## src/rtl/aclk_pkg.sv

```systemverilog
// Shared types and BCD helpers for the multi-alarm clock.
// Limits are BCD-encoded so they compare directly against time fields.
package aclk_pkg;

  localparam logic [7:0] BCD_HH_MAX    = 8'h23;
  localparam logic [7:0] BCD_MM_MAX    = 8'h59;
  localparam logic [3:0] BCD_DIGIT_MAX = 4'h9;

  typedef enum logic [1:0] {
    IDLE    = 2'd0,
    RINGING = 2'd1,
    SNOOZED = 2'd2
  } state_t;

  function automatic int sel_w(input int n);
    return (n > 1) ? $clog2(n) : 1;
  endfunction

  function automatic logic bcd_valid(
    input logic [7:0] v,
    input logic [7:0] max
  );
    return (v[7:4] <= BCD_DIGIT_MAX) &&
           (v[3:0] <= BCD_DIGIT_MAX) &&
           (v <= max);
  endfunction

  // Returns {carry, next}; carry is set when v wraps from max to 00.
  function automatic logic [8:0] bcd_inc(
    input logic [7:0] v,
    input logic [7:0] max
  );
    logic [8:0] r;
    if (v >= max)
      r = {1'b1, 8'h00};
    else if (v[3:0] >= BCD_DIGIT_MAX)
      r = {1'b0, v[7:4] + 4'd1, 4'h0};
    else
      r = {1'b0, v[7:4], v[3:0] + 4'd1};
    return r;
  endfunction

endpackage

```

## src/rtl/alarm_slot_bank.sv

```systemverilog
// Alarm slot registers with a validated write port and
// a lowest-index-wins match against the current time.
module alarm_slot_bank
  import aclk_pkg::*;
#(
  parameter int NUM_ALARMS = 4,
  parameter int SW         = 2
) (
  input  logic          i_clk,
  input  logic          i_rst,
  input  logic          i_we,
  input  logic [SW-1:0] i_sel,
  input  logic [7:0]    i_hh,
  input  logic [7:0]    i_mm,
  input  logic          i_en,
  input  logic          i_chk,
  input  logic [7:0]    i_cur_hh,
  input  logic [7:0]    i_cur_mm,
  output logic          o_match,
  output logic [SW-1:0] o_match_id
);

  logic [7:0]            r_hh [NUM_ALARMS];
  logic [7:0]            r_mm [NUM_ALARMS];
  logic [NUM_ALARMS-1:0] r_en;
  logic                  w_wr_ok;

  assign w_wr_ok = i_we &&
                   (32'(i_sel) < 32'(NUM_ALARMS)) &&
                   bcd_valid(i_hh, BCD_HH_MAX) &&
                   bcd_valid(i_mm, BCD_MM_MAX);

  always_ff @(posedge i_clk) begin
    if (i_rst) begin
      for (int i = 0; i < NUM_ALARMS; i++) begin
        r_hh[i] <= 8'h00;
        r_mm[i] <= 8'h00;
      end
      r_en <= '0;
    end else if (w_wr_ok) begin
      r_hh[i_sel] <= i_hh;
      r_mm[i_sel] <= i_mm;
      r_en[i_sel] <= i_en;
    end
  end

  // Scan high to low so the lowest matching index is written last.
  always_comb begin
    o_match    = 1'b0;
    o_match_id = '0;
    for (int i = NUM_ALARMS - 1; i >= 0; i--) begin
      if (i_chk && r_en[i] &&
          (r_hh[i] == i_cur_hh) &&
          (r_mm[i] == i_cur_mm)) begin
        o_match    = 1'b1;
        o_match_id = SW'(i);
      end
    end
  end

endmodule

```

## src/rtl/multi_alarm_clock.sv

```systemverilog
// 24-hour BCD clock with a bank of alarm slots and a
// ring / snooze / auto-silence controller.
module multi_alarm_clock
  import aclk_pkg::*;
#(
  parameter int NUM_ALARMS       = 4,
  parameter int TICKS_PER_SEC    = 256,
  parameter int SNOOZE_MIN       = 5,
  parameter int RING_TIMEOUT_MIN = 10
) (
  input  logic                         clock,
  input  logic                         reset,
  input  logic                         fastwatch,
  input  logic                         load_time,
  input  logic                         load_alarm,
  input  logic [sel_w(NUM_ALARMS)-1:0] alarm_sel,
  input  logic [7:0]                   new_hh,
  input  logic [7:0]                   new_mm,
  input  logic                         alarm_en_wr,
  input  logic                         snooze,
  input  logic                         stop_alarm,
  output logic [7:0]                   cur_hh,
  output logic [7:0]                   cur_mm,
  output logic [7:0]                   cur_ss,
  output logic                         one_second,
  output logic                         alarm_sound,
  output logic [sel_w(NUM_ALARMS)-1:0] ringing_id,
  output logic                         snoozed
);

  localparam int SW = sel_w(NUM_ALARMS);
  localparam int PW = $clog2(TICKS_PER_SEC);
  localparam logic [PW-1:0] PRE_MAX = PW'(TICKS_PER_SEC - 1);
  localparam logic [3:0] SNZ_INIT = 4'(SNOOZE_MIN);
  localparam logic [3:0] RING_LIM = 4'(RING_TIMEOUT_MIN);

  logic [PW-1:0] r_pre;
  logic [7:0]    r_hh;
  logic [7:0]    r_mm;
  logic [7:0]    r_ss;
  logic          r_min_tick;
  logic          r_chk;
  state_t        r_state;
  logic [3:0]    r_ring_min;
  logic [3:0]    r_snz_cnt;
  logic [SW-1:0] r_id;

  logic          w_tick;
  logic          w_load_ok;
  logic [8:0]    w_hh_inc;
  logic [8:0]    w_mm_inc;
  logic [8:0]    w_ss_inc;
  logic          w_chk;
  logic          w_match;
  logic [SW-1:0] w_match_id;
  logic [3:0]    w_ring_inc;
  state_t        w_state_nxt;
  logic [3:0]    w_ring_nxt;
  logic [3:0]    w_snz_nxt;
  logic [SW-1:0] w_id_nxt;

  assign w_tick    = (r_pre == PRE_MAX);
  assign w_load_ok = load_time &&
                     bcd_valid(new_hh, BCD_HH_MAX) &&
                     bcd_valid(new_mm, BCD_MM_MAX);
  assign w_hh_inc  = bcd_inc(r_hh, BCD_HH_MAX);
  assign w_mm_inc  = bcd_inc(r_mm, BCD_MM_MAX);
  assign w_ss_inc  = bcd_inc(r_ss, BCD_MM_MAX);

  // A load always wins over a tick and never produces a minute event.
  always_ff @(posedge clock) begin
    if (reset) begin
      r_pre      <= '0;
      r_hh       <= 8'h00;
      r_mm       <= 8'h00;
      r_ss       <= 8'h00;
      r_min_tick <= 1'b0;
      r_chk      <= 1'b0;
    end else if (w_load_ok) begin
      r_pre      <= '0;
      r_hh       <= new_hh;
      r_mm       <= new_mm;
      r_ss       <= 8'h00;
      r_min_tick <= 1'b0;
      r_chk      <= 1'b0;
    end else begin
      r_pre      <= w_tick ? '0 : r_pre + PW'(1);
      r_min_tick <= 1'b0;
      r_chk      <= r_min_tick;
      if (w_tick) begin
        if (fastwatch || w_ss_inc[8]) begin
          r_ss       <= 8'h00;
          r_mm       <= w_mm_inc[7:0];
          r_min_tick <= 1'b1;
          if (w_mm_inc[8])
            r_hh <= w_hh_inc[7:0];
        end else begin
          r_ss <= w_ss_inc[7:0];
        end
      end
    end
  end

  assign w_chk = r_chk && ((r_ss == 8'h00) || fastwatch);

  alarm_slot_bank #(
    .NUM_ALARMS (NUM_ALARMS),
    .SW         (SW)
  ) u_bank (
    .i_clk      (clock),
    .i_rst      (reset),
    .i_we       (load_alarm),
    .i_sel      (alarm_sel),
    .i_hh       (new_hh),
    .i_mm       (new_mm),
    .i_en       (alarm_en_wr),
    .i_chk      (w_chk),
    .i_cur_hh   (r_hh),
    .i_cur_mm   (r_mm),
    .o_match    (w_match),
    .o_match_id (w_match_id)
  );

  assign w_ring_inc = (r_ring_min == 4'hF) ? 4'hF
                                           : r_ring_min + 4'd1;

  always_ff @(posedge clock) begin
    if (reset) begin
      r_state    <= IDLE;
      r_ring_min <= 4'd0;
      r_snz_cnt  <= 4'd0;
      r_id       <= '0;
    end else begin
      r_state    <= w_state_nxt;
      r_ring_min <= w_ring_nxt;
      r_snz_cnt  <= w_snz_nxt;
      r_id       <= w_id_nxt;
    end
  end

  always_comb begin
    w_state_nxt = r_state;
    w_ring_nxt  = r_ring_min;
    w_snz_nxt   = r_snz_cnt;
    w_id_nxt    = r_id;
    unique case (r_state)
      IDLE: begin
        if (w_match) begin
          w_state_nxt = RINGING;
          w_id_nxt    = w_match_id;
          w_ring_nxt  = 4'd0;
        end
      end
      RINGING: begin
        if (stop_alarm) begin
          w_state_nxt = IDLE;
        end else if (snooze) begin
          w_state_nxt = SNOOZED;
          w_snz_nxt   = SNZ_INIT;
        end else if (r_min_tick) begin
          w_ring_nxt = w_ring_inc;
          if (w_ring_inc >= RING_LIM)
            w_state_nxt = IDLE;
        end
      end
      SNOOZED: begin
        if (stop_alarm) begin
          w_state_nxt = IDLE;
        end else if (w_match) begin
          w_state_nxt = RINGING;
          w_id_nxt    = w_match_id;
          w_ring_nxt  = 4'd0;
        end else if (r_min_tick) begin
          if (r_snz_cnt <= 4'd1) begin
            w_snz_nxt   = 4'd0;
            w_state_nxt = RINGING;
            w_ring_nxt  = 4'd0;
          end else begin
            w_snz_nxt = r_snz_cnt - 4'd1;
          end
        end
      end
      default: w_state_nxt = IDLE;
    endcase
  end

  assign cur_hh      = r_hh;
  assign cur_mm      = r_mm;
  assign cur_ss      = r_ss;
  assign one_second  = w_tick;
  assign alarm_sound = (r_state == RINGING);
  assign snoozed     = (r_state == SNOOZED);
  assign ringing_id  = r_id;

endmodule

```

## config.mk

```make
export PLATFORM = sky130hd
export DESIGN_NAME = multi_alarm_clock
export DESIGN_NICKNAME = d
export VERILOG_FILES = /design/src/rtl/aclk_pkg.sv /design/src/rtl/alarm_slot_bank.sv /design/src/rtl/multi_alarm_clock.sv
export SDC_FILE = /design/constraint.sdc
export NUM_CORES = 1
export LEC_CHECK = 0
export ABC_AREA = 1
export BUFFER_PORTS_ARGS = -buffer_cell sky130_fd_sc_hd__buf_2
export CORE_MARGIN = 10
export CORE_UTILIZATION = 65
export DETAILED_ROUTE_END_ITERATION = 12
export PLACE_DENSITY = 0.82
export SLEW_MARGIN = 30
export SYNTH_ARGS = -nofsm -noshare
export SYNTH_HDL_FRONTEND = slang
export SYNTH_SLANG_ARGS = --single-unit
```

## constraint.sdc

```tcl
create_clock -name clock -period 4.7 [get_ports clock]
set_input_delay 0.235 -clock clock [delete_from_list [all_inputs] [get_ports clock]]
set_output_delay 0.235 -clock clock [all_outputs]
set_load 0.02 [all_outputs]
```

# Word level (Yosys, flattened, before mapping)
# Memory sizes are Yosys's and may differ from the RTL's.
# Cells that the tools add are included.
classes:
  mux: 67
  reduce_logical: 49
  addsub: 9
  order_cmp: 16
  n_eq_ne: 26
  bitwise_logic: 1
ops:
  columns: ["op", "count"]
  rows:
  - ["two-way mux 8 bit", 14]
  - ["equality test 8 bit", 8]
  - ["two-way mux 4 bit", 15]
  - ["two-way mux 2 bit", 17]
  - ["adder 4 x 1 -> 4 bit, second input constant", 7]
  - ["logical AND 1 bit", 22]
  - ["two-way mux 9 bit", 2]
  - ["greater-or-equal comparator 4 bit, second input constant", 4]
  - ["greater-or-equal comparator 8 x 7 -> 1 bit, second input constant", 2]
  - ["<= comparator 4 bit, second input constant", 4]
  - ["OR reduction 8 bit", 2]
  - ["two-way mux 1 bit", 13]
  - ["case mux 4 bit (3 select lines)", 1]
  - ["nonzero test 3 bit", 4]
  - ["inequality test 2 bit, second input constant", 5]
  - ["nonzero test 2 bit", 5]
  - ["adder 8 x 1 -> 8 bit, second input constant", 1]
  - ["equality test 8 bit, second input constant", 1]
  - ["greater-or-equal comparator 8 x 6 -> 1 bit, second input constant", 1]
  - ["<= comparator 8 x 6 -> 1 bit, second input constant", 1]
  - ["<= comparator 8 x 7 -> 1 bit, second input constant", 1]
  - ["logical NOT 8 bit", 1]
  - ["inequality test 4 x 2 -> 1 bit, second input constant", 2]
  - ["inequality test 4 x 3 -> 1 bit, second input constant", 2]
  - ["other kinds (25)", 33]
word_totals:
  ramBits: 64
  mem_count: 2
  in_bits: 26
  regBits: 50
  output_inout_bits: 29
memory_table:
  columns: ["memory", "words", "word_bits", "read_ports", "rd_clocked_by_memory_dff", "wr", "line_no", "text"]
  rows:
  - ["u_bank.r_hh", 4, 8, 4, 0, 4, "alarm_slot_bank.sv:23", "logic [7:0] r_hh [NUM_ALARMS];"]
  - ["u_bank.r_mm", 4, 8, 4, 0, 4, "alarm_slot_bank.sv:24", "logic [7:0] r_mm [NUM_ALARMS];"]

# Logic depth before layout (Yosys ltp)
depth:
  depth_word: 13
  ltp_mapped: 17
  depth_no_buf: 17

# Cells and area by module
# From an unflattened synthesis, not the netlist that was laid out.
unflattened:
  hier_cells: 788
  area_unflattened_um2: 6344.8
modules_own_cells:
  columns: ["module", "area_per_inst_um2", "instances", "cells_per_inst", "seq_area_each_um2"]
  rows:
  - ["alarm_slot_bank", 3540.9, 1, 402, 2001.9]
  - ["multi_alarm_clock", 2803.9, 1, 386, 920.9]

# Least setup slack after synthesis
# Ideal clock, no wire load.
synth_path:
  path_kind: "input to register"
  from: "in new_hh[4]"
  to: "mem u_bank.r_hh[0][0], enable pin"
  n_path_buf: 1
  t_required_ns: 4.328
  cell_stages: 9
  t_arrival_ns: 1.631
  slack_ns: 2.697
  cell_sequence: "inv_1 > a21oi_1 > o21ai_1 > and2_1 > nand2_1 > nor2_2 > nand3_1 > clkbuf_1 > nand2_1"
synth_rtl:
  columns: ["element", "line_no", "text"]
  rows:
  - ["start: declaration", "multi_alarm_clock.sv:17", "input logic [7:0] new_hh,"]
  - ["end: declaration", "alarm_slot_bank.sv:23", null]

==> metrics.txt <==
status=finished clean; setup repair after global routing missed its margin=false; Routed Antenna Nets=0; share of cells above drive strength 1=roughly 15%; min Tclk post-route=between 2 and 3 ns; fraction of registers with async set/reset=0%; Lkg Pwr=approximately 0.0038 µW; synthesis-to-layout area growth=14.0%; Mapped Avg Cell Area=around 7.2 µm²; nature of the critical path endpoint=flip-flop; Final Hold Viols=0; register bit total from synthesis=114; global-route wire length before repair=31.3 mm; final wirelength=about 20 mm; Fmax=0.372 GHz; period utilization=between 50 and 60%; global route overflow=0; worst hold path type=in -> reg; measured slew at the worst slew-check pin=between 0.7 and 0.8 ns; Yosys warning total=0; Die X=about 120 µm; Top Ports=55; ant diodes=0; H-tree lvl count=4; post-synthesis cell type count=52; CTS tree=done; CTS resizes=0; post-DR vias/cell=about 5.6; Initial Util=approximately two thirds; PwrDens=between 300 and 400 nW/µm²; vias in the first global route=approximately 6000; R2R Setup Slk=~2.3 ns; clk root buf=clkbuf_8; Synth Instances=between 900 and 1000; Post-synth top cells=nand2_1, nor2_1, inv_1, edfxtp_1, dfxtp_1; GR Util All Layers=a little over a quarter; post-synth top area share=~28%; number of detailed-route iterations in the first pass=6; drc violations=0; DR vias=about 6600; Final Setup Violations=0; Core Area=between 10000 and 15000 µm²; most common cell in the netlist=nand2_1; Worst setup SP type=primary input; nets@finish=1075; Synth Flop Type=edfxtp_1; Placer Congestion=approximately 1.1; DP Wirelength=between 10 and 15 mm; total power draw=2880 µW; VDD IR max=between 0.3 and 0.4 mV; First DRT Iteration DRCs=around 850; max-slew violations=0; Slew headroom=about half; TritonCTS Buffers=17; Longest Clk Path Bufs=2; clk_lat worst skew=0.53 ns; routed len/inst=about 17 µm; maximum fanout along the worst path=16; Die Area=about 15000 µm²; Synth Cell Area=between 6000 and 7000 µm²; sequential share of the synthesized area=a little over two fifths; TNS Setup=0 ns; hold-fix buffers at CTS=1; row count=37; antenna violations before repair=0; EDFF count, synth=64; Yosys top cell by area=edfxtp_1; input/output buffers=between 50 and 60; Max Cap Violations=0; clk sinks=114; critical path type=in -> reg; register clock-pin slew on the reported worst setup and hold paths=about 0.060 ns; CP Data Required Time=4.86 ns; Post CTS Setup Buffer Count=0; Die Y=around 120 µm; largest net degree at the start of global routing=23; CP Data Arrival Time=2.85 ns; Setup Skew=0.00785 ns; ranking of synthesized cells by area=edfxtp_1, dfxtp_1, nand2_1
==> sequential cells by signal, summed over array words and instances (netlist names), 4 cells and up <==
| signal | cells |
|---|---|
| r_ring_min | 4 |
| cur_mm | 8 |
| u_bank.r_en | 4 |
| r_snz_cnt | 4 |
| u_bank.r_mm | 32 |
| cur_ss | 8 |
| r_pre | 8 |
| u_bank.r_hh | 32 |
| cur_hh | 8 |
==> path summary, 6_finish.rpt <==
check            start                end  cells after the start
max          new_hh[2]  u_bank.r_hh[0][2]                     10
min          new_hh[1]          cur_hh[1]                      3
max reg2reg  cur_ss[0]       r_snz_cnt[0]                     15
min reg2reg   r_pre[0]           r_pre[0]                      1
==> stage by stage <==
step	hold slack [ns]	area [µm²]	worst slack (ns)	std cells	util, %
2_1_floorplan	0.377	6970	2.70	971	-
3_3_place_gp	0.430	7310	2.08	1145	70.5
3_5_place_dp	0.434	7310	2.03	1145	70.5
4_1_cts	0.00358	7900	2.06	1177	76.2
5_1_grt	0.0277	7900	1.87	1177	76.2
6_report	0.0201	7900	2.01	1177	76.2
==> cell usage in the layout, fill, tap and decap left out, drive strengths merged, types with 2 or more instances in the layout <==
| cell | synthesis | final |
|---|---|---|
| nand3 | 43 | 43 |
| o211ai | 2 | 2 |
| buf | 13 | 55 |
| inv | 157 | 157 |
| conb | 1 | 12 |
| nor2 | 175 | 175 |
| or2 | 4 | 4 |
| o22ai | 9 | 9 |
| bufinv | 0 | 3 |
| a31oi | 5 | 5 |
| nand3b | 2 | 2 |
| nand2 | 282 | 282 |
| clkbuf | 4 | 18 |
| and3 | 2 | 2 |
| clkinv | 2 | 8 |
| xnor2 | 5 | 5 |
| ha | 20 | 20 |
| clkinvlp | 0 | 4 |
| a21oi | 38 | 38 |
| nand4 | 19 | 19 |
| nor3 | 11 | 11 |
| nor3b | 3 | 3 |
| dfxtp | 50 | 50 |
| xor2 | 14 | 14 |
| o31ai | 2 | 2 |
| o21ai | 25 | 25 |
| edfxtp | 64 | 64 |
==> where the power goes <==
part,switching [µW],internal (µW)
Combinational,279,147
Clock,470,803
Sequential,55.3,1120
Total,805,2070
==> critical path: stages <==
cell and delay (ns):
dlygate4sd3_1 0.54, buf_2 0.14, inv_2 0.07, a21oi_1 0.06, o21ai_1 0.18, and2_1 0.15, nand2_1 0.05, nor2_2 0.23
nand3_1 0.46, nand2_1 0.72
==> routing by layer <==
metal | track usage [%] | share of wire (%) | vias to the layer above
met3 | 7.70 | 13 | 81
met2 | 42.1 | 44 | 411
met4 | 12.8 | 4.3 | 0
met1 | 35.2 | 39 | 2914
li1 | - | - | 3163
met5 | 0 | 0 | -
==> cell type report <==
cell class / instances / area, µm²
clock buffer: 18 / 418
clock inverter: 13 / 164
fill: 788 / 2470
inverter: 159 / 613
multi-input combinational: 681 / 3330
sequential: 114 / 2920
tap: 136 / 170
timing repair buffer: 56 / 288
==> logic make-up after synthesis <==
| logic type | after synthesis | share of synthesized area (%) |
|---|---|---|
| AND/OR/NAND/NOR | 543 | 34.1 |
| other | 1 | 0.0541 |
| AO/OA/AOI/OAI | 87 | 7.24 |
| flip-flops | 114 | 42.2 |
| buffers and inverters | 176 | 10.4 |
| adder cells (fa/ha/maj) | 20 | 3.61 |
| XOR/XNOR | 19 | 2.40 |
(Power assumes the default switching activity.)
